<file path="src/rtl/z80_uart_rxbuf_if.sv">
// Signal bundle between the receive buffer, the uart_rx byte receiver and the Z80 I/O read path.
// slave is the buffer's view; master is the view of whatever drives it.
interface z80_uart_rxbuf_if #(
    parameter int DEPTH_LOG2 = 4
);
    logic [7:0]          rx_data;
    logic                rx_data_ready;
    logic                rx_clear;
    logic                io_rd_data;
    logic                io_rd_stat;
    logic                int_ack;
    logic                int_en;
    logic [7:0]          rd_data;
    logic [7:0]          status;
    logic [DEPTH_LOG2:0] count;
    logic                int_n;

    modport slave (
        input  rx_data, rx_data_ready, io_rd_data, io_rd_stat, int_ack, int_en,
        output rx_clear, rd_data, status, count, int_n
    );

    modport master (
        output rx_data, rx_data_ready, io_rd_data, io_rd_stat, int_ack, int_en,
        input  rx_clear, rd_data, status, count, int_n
    );
endinterface

</file>
<file path="src/rtl/z80_uart_rxbuf.sv">
// UART receive FIFO. Bytes from uart_rx are captured through a ready/clear handshake.
// The CPU reads the FIFO head, a status byte and a masked level interrupt.
module z80_uart_rxbuf #(
    parameter int         DEPTH_LOG2 = 4,
    parameter logic [7:0] EMPTY_DATA = 8'h00
) (
    input  logic               clk,
    input  logic               reset_n,
    z80_uart_rxbuf_if.slave    bus
);
    localparam int DEPTH = 1 << DEPTH_LOG2;
    localparam logic [DEPTH_LOG2:0] FULL_CNT = {1'b1, {DEPTH_LOG2{1'b0}}};

    typedef enum logic {IDLE, CLEARING} state_t;

    state_t                state, state_nx;
    logic [7:0]            mem [DEPTH];
    logic [DEPTH_LOG2-1:0] wptr, rptr;
    logic [DEPTH_LOG2:0]   count;
    logic [7:0]            rd_data;
    logic                  overrun, mask, int_n;
    logic                  rd_q, stat_q, ack_q;
    logic                  full, not_empty;
    logic                  pop_edge, stat_edge, ack_edge, pop;
    logic                  take, push, drop, rx_clear;

    assign full      = (count == FULL_CNT);
    assign not_empty = (count != '0);
    assign pop_edge  = bus.io_rd_data & ~rd_q;
    assign stat_edge = bus.io_rd_stat & ~stat_q;
    assign ack_edge  = bus.int_ack & ~ack_q;
    assign pop       = pop_edge & not_empty;

    // A full FIFO still accepts a byte when a pop frees a slot in the same cycle.
    assign push = take & (~full | pop);
    assign drop = take & full & ~pop;

    always_ff @(posedge clk or negedge reset_n) begin
        if (!reset_n) state <= IDLE;
        else          state <= state_nx;
    end

    always_comb begin
        state_nx = state;
        take     = 1'b0;
        rx_clear = 1'b0;
        case (state)
            IDLE: begin
                if (bus.rx_data_ready) begin
                    take     = 1'b1;
                    state_nx = CLEARING;
                end
            end
            CLEARING: begin
                rx_clear = 1'b1;
                if (!bus.rx_data_ready) state_nx = IDLE;
            end
            default: state_nx = IDLE;
        endcase
    end

    always_ff @(posedge clk) begin
        if (push) mem[wptr] <= bus.rx_data;
    end

    always_ff @(posedge clk or negedge reset_n) begin
        if (!reset_n) begin
            wptr    <= '0;
            rptr    <= '0;
            count   <= '0;
            overrun <= 1'b0;
            mask    <= 1'b0;
            rd_q    <= 1'b0;
            stat_q  <= 1'b0;
            ack_q   <= 1'b0;
            rd_data <= EMPTY_DATA;
            int_n   <= 1'b1;
        end else begin
            rd_q   <= bus.io_rd_data;
            stat_q <= bus.io_rd_stat;
            ack_q  <= bus.int_ack;
            if (push) wptr <= wptr + 1'b1;
            if (pop)  rptr <= rptr + 1'b1;
            // rd_data only moves on a read edge so it stays stable over the CPU cycle.
            if (pop_edge) rd_data <= not_empty ? mem[rptr] : EMPTY_DATA;
            case ({push, pop})
                2'b10:   count <= count + 1'b1;
                2'b01:   count <= count - 1'b1;
                default: count <= count;
            endcase
            if (drop)           overrun <= 1'b1;
            else if (stat_edge) overrun <= 1'b0;
            if (ack_edge)       mask <= 1'b1;
            else if (pop_edge)  mask <= 1'b0;
            int_n <= ~(not_empty & bus.int_en & ~mask);
        end
    end

    assign bus.rx_clear = rx_clear;
    assign bus.rd_data  = rd_data;
    assign bus.status   = {overrun, 3'b000, full, 1'b0, not_empty, 1'b0};
    assign bus.count    = count;
    assign bus.int_n    = int_n;
endmodule

</file>
<file path="src/flat_wrapper.sv">
// flat-port wrapper written by rule: the top's interface ports become plain ports
module z80_uart_rxbuf_flat 
#(
    parameter int         DEPTH_LOG2 = 4,
    parameter logic [7:0] EMPTY_DATA = 8'h00
)
  (clk, reset_n, bus_rx_data, bus_rx_data_ready, bus_io_rd_data, bus_io_rd_stat, bus_int_ack, bus_int_en, bus_rx_clear, bus_rd_data, bus_status, bus_count, bus_int_n);
  z80_uart_rxbuf_if #(.DEPTH_LOG2(DEPTH_LOG2)) bus_i ();
  input  logic clk;
  input  logic reset_n;
  input wire logic [$bits(bus_i.rx_data)-1:0] bus_rx_data;
  input wire logic [$bits(bus_i.rx_data_ready)-1:0] bus_rx_data_ready;
  input wire logic [$bits(bus_i.io_rd_data)-1:0] bus_io_rd_data;
  input wire logic [$bits(bus_i.io_rd_stat)-1:0] bus_io_rd_stat;
  input wire logic [$bits(bus_i.int_ack)-1:0] bus_int_ack;
  input wire logic [$bits(bus_i.int_en)-1:0] bus_int_en;
  output wire logic [$bits(bus_i.rx_clear)-1:0] bus_rx_clear;
  output wire logic [$bits(bus_i.rd_data)-1:0] bus_rd_data;
  output wire logic [$bits(bus_i.status)-1:0] bus_status;
  output wire logic [$bits(bus_i.count)-1:0] bus_count;
  output wire logic [$bits(bus_i.int_n)-1:0] bus_int_n;
  assign bus_i.rx_data = bus_rx_data;
  assign bus_i.rx_data_ready = bus_rx_data_ready;
  assign bus_i.io_rd_data = bus_io_rd_data;
  assign bus_i.io_rd_stat = bus_io_rd_stat;
  assign bus_i.int_ack = bus_int_ack;
  assign bus_i.int_en = bus_int_en;
  assign bus_rx_clear = bus_i.rx_clear;
  assign bus_rd_data = bus_i.rd_data;
  assign bus_status = bus_i.status;
  assign bus_count = bus_i.count;
  assign bus_int_n = bus_i.int_n;
  z80_uart_rxbuf #(.DEPTH_LOG2(DEPTH_LOG2), .EMPTY_DATA(EMPTY_DATA)) u_core (.clk(clk), .reset_n(reset_n), .bus(bus_i));
endmodule
</file>
<file path="config.mk">
export PLATFORM = sky130hd
export DESIGN_NAME = z80_uart_rxbuf_flat
export DESIGN_NICKNAME = d
export VERILOG_FILES = /design/src/rtl/z80_uart_rxbuf_if.sv /design/src/rtl/z80_uart_rxbuf.sv /design/src/flat_wrapper.sv
export SDC_FILE = /design/constraint.sdc
export NUM_CORES = 1
export LEC_CHECK = 0
export CORE_AREA = 2 2 113 115
export CTS_CLUSTER_DIAMETER = 120
export DETAILED_ROUTE_END_ITERATION = 7
export DIE_AREA = 0 0 115 117
export PLACE_DENSITY_LB_ADDON = 0.08
export RECOVER_POWER = 100
export SLEW_MARGIN = 20
export SYNTH_ARGS = -nofsm -noshare
export SYNTH_HDL_FRONTEND = slang
export SYNTH_SLANG_ARGS = --single-unit
</file>
<file path="constraint.sdc">
create_clock -name clk -period 2.2 [get_ports clk]
set_input_delay 0.44 -clock clk [delete_from_list [all_inputs] [get_ports clk]]
set_output_delay 0.44 -clock clk [all_outputs]
set_load 0.02 [all_outputs]
</file>
==> impl_metrics.py <==
metrics = {
    "status": {
        "status": "finished, violations left",
        "violations": "capacitance limit, slew limit, setup timing",
    },
    "global_route": {
        "antenna_found_initial": 0,
        "overflow": 0,
        "grt_max_degree": 34,
        "track_usage_pct": 20.25,
        "grt_first_pass_wirelength_um": 18930,
        "grt_pass1_vias": 3305,
    },
    "place": {
        "numPortBuffers": 32,
        "placed_area_um2": 7166,
        "hpwl_um": 8012,
        "place_congestion": 0.8248,
    },
    "sta": {
        "post-route-period-util_pct": 103.8,
        "setup_slack_ns": -0.08335,
        "worst_slew_pin_slew_ns": 1.509,
        "holdWs_ns": 0.4391,
        "layout_min_cycle_time_ns": 2.283,
        "finalSetupTns_ns": -0.08335,
        "max_slew_margin_pct": -0.6154,
        "max_freq_mhz": 438.0,
        "hold_viol": 0,
        "fin_worst_skew_ns": 0.006747,
        "drv_slew": 29,
        "setup_viol": 1,
        "rsz0062_at_grt": "yes",
    },
    "detailed_routing": {
        "vias": 3240,
        "drt_wl_total_um": 12310,
        "avgRoutedWirePerCell_um": 21.37,
        "remaining_drc_errors": 0,
        "dr.first_iter.drc_count": 338,
        "firstDrtPassIters": 4,
        "viasPerCell": 5.625,
        "antenna_left": 0,
    },
    "floorplan": {
        "core_um2": 12310,
        "die_h_um": 117,
        "io_pins": 38,
        "row_count": 41,
        "dieWidth_um": 115,
        "dieArea_um2": 13460,
        "initial_core_util_pct": 51.73,
    },
    "finish": {
        "post-route-util_pct": 62.76,
        "antenna_cells": 0,
        "synthToLayoutAreaGrowth_pct": 21.34,
        "drive_gt1_share_pct": 28.40,
        "nets": 434,
        "fin_area_um2": 7727,
    },
    "power": {
        "p_switching_uw": 2895,
        "power_density_nw_per_um2": 1225,
        "p_comb_share_pct": 31.4,
        "vdd_ir_drop_max_mv": 0.6240,
        "switching_share_pct": 30.58,
        "p_leak_uw": 0.002716,
        "internal-power_uw": 6574,
        "clkPwrFrac_pct": 28.5,
        "seqPwrFrac_pct": 40.1,
    },
    "clock_tree": {
        "tritoncts": "built",
        "clock_latency_ns": 0.42,
        "cts-hold-fix-buffers": 0,
        "ctsLongestPathBuffers": 2,
        "cts_htree_levels": 4,
        "cts_buffers": 17,
        "clk_pin_slew_ns": 0.06,
        "clkSinkCount": 156,
        "cts-root-buf": "clkbuf_16",
    },
    "worst_setup_path": {
        "r2r_slack_ns": -0.08,
        "critPathArrivalTime_ns": 2.58,
        "cp-startpoint": "u_core.bus.count[1]$_DFFE_PN0P_",
        "required_ns": 2.50,
        "cp-end-kind": "register",
        "rr_endpoint": "u_core.bus.count[4]$_DFFE_PN0P_",
        "rr_startpoint": "u_core.bus.count[1]$_DFFE_PN0P_",
        "start_kind": "register",
        "path_max_fanout": 2,
        "path_class": "reg -> reg",
        "crit_end": "u_core.bus.count[4]$_DFFE_PN0P_",
        "r2r_cells": 8,
    },
    "synthesis": {
        "syn_inst": 339,
        "ys_warn_count": 0,
        "synth_top_area_cell": "edfxtp_1",
        "ys.flop_type": "edfxtp_1",
        "syn_area_um2": 6369,
        "synthArstFlopShare_pct": 17.95,
        "ys_seq_area_share_pct": 71.38,
        "syn-mean-instance-area_um2": 18.79,
        "ys_ff_latch": 156,
        "yosysUniqueCellTypes": 44,
        "synth_top_area_share_pct": 60.35,
        "synth_area_leaders": "edfxtp_1, dfrtp_1, mux4_2",
        "synth_edf_count": 128,
    },
    "worst_hold_path": {
        "min_from": "u_core.ack_q$_DFF_PN0_",
        "min_path_type": "reg -> reg",
    },
    "job": {
        "max-cap-violations": 1,
    },
}
repair_timing:
item,CTS,global route
setup endpoints to repair,3,1
gates resized for setup,9,5
cloned,0,0
pin swaps,6,3
setup buffers,2,1
registers in the layout, summed over array words and instances (netlist names), 4 cells and up:
name / cells
u_core.mem: 128
u_core.bus.rd_data: 8
u_core.bus.count: 5
u_core.rptr: 4
u_core.wptr: 4
metrics by stage:
step	setup slack, ns	instances	power, µW
after global placement	-0.2125	541	6808
after floorplan	-0.2110	343	5779
final	-0.08335	576	9470
after detailed placement	-0.2658	541	6858
after CTS	-0.002436	575	9564
after global routing	-0.1450	576	9938
power groups by stage:
stage / logic (µW) / clock network (µW) / registers [µW]
detailed placement: 3010 / 0 / 3850
finish: 2980 / 2700 / 3800
floorplan: 1870 / 0 / 3910
global route: 3230 / 2870 / 3840
CTS: 3010 / 2760 / 3800
global placement: 2970 / 0 / 3830
cell usage in the layout (no fill, tap or decap), types with 4 or more instances in the layout:
master / netlist / final
and2_1: 11 / 10
a22o_1: 9 / 9
mux4_2: 24 / 24
dfrtp_1: 27 / 22
dfrtp_2: 0 / 5
nor2b_1: 9 / 9
ha_1: 6 / 5
nor2_1: 6 / 5
buf_4: 9 / 33
dlygate4sd3_1: 0 / 13
a21oi_1: 8 / 8
clkbuf_1: 6 / 5
nand2b_1: 4 / 4
a211oi_1: 5 / 5
clkdlybuf4s50_1: 0 / 17
inv_1: 7 / 7
buf_12: 1 / 8
conb_1: 1 / 5
edfxtp_1: 128 / 128
mux2i_1: 8 / 8
nand2_1: 7 / 7
inv_6: 0 / 4
nor3_2: 0 / 4
clkinv_2: 0 / 4
mux4_1: 8 / 8
xnor2_1: 7 / 7
clkbuf_16: 0 / 17
worst min-delay path by stage:
stage	endpoint	slack, ns	depth (start not counted)
detailed placement	u_core.mask$_DFFE_PN0P_	0.42	1
finish	u_core.mask$_DFFE_PN0P_	0.44	1
floorplan	u_core.ack_q$_DFF_PN0_	0.14	0
global route	u_core.mask$_DFFE_PN0P_	0.48	1
global placement	u_core.mask$_DFFE_PN0P_	0.42	1
CTS	u_core.rptr[1]$_DFFE_PN0P_	0.40	2
critical path: stages (launching register included):
cell and delay [ns]:
dfrtp_2 0.40, or4_4 0.53, o211ai_2 0.23, o21ai_2 0.09, ha_2 0.19, or4_4 0.43
nor2_4 0.12, nand3b_1 0.10, o21ai_1 0.06
synth_stat cells, drive strengths merged (4+ instances only):
library cell / number
edfxtp: 128
mux4: 32
dfrtp: 27
buf: 18
and2: 11
a21oi: 9
a22o: 9
nor2b: 9
a211oi: 8
clkbuf: 8
mux2i: 8
inv: 7
nand2: 7
xnor2: 7
ha: 6
nor2: 6
nor3: 6
o21ai: 6
nand2b: 4
cell families after synthesis:
family / Yosys count / share of synthesized area (%)
buf+inv: 33 / 3.143
xor+xnor: 10 / 1.375
simple gates: 56 / 5.265
flops: 156 / 71.38
mux: 42 / 13.40
fa+ha+maj: 6 / 1.179
other cells: 1 / 0.05888
compound gates: 35 / 4.205
final cells by class:
class / count / area, µm²
clock buffer: 18 / 429.2
multi-input combinational: 154 / 1682
sequential: 156 / 4552
inverter: 7 / 26.28
timing repair buffer: 77 / 733.2
fill: 880 / 4584
tap: 150 / 187.7
clock inverter: 14 / 117.6
per-layer routing:
metal	track usage, %	vias to the layer above	routed length (µm)
li1	-	1480	-
met1	27.55	1654	5291
met2	31.96	90	6065
met3	5.767	16	736
met4	6.908	0	214
met5	0	-	0
No activity file was read; power rests on OpenSTA's default activity.
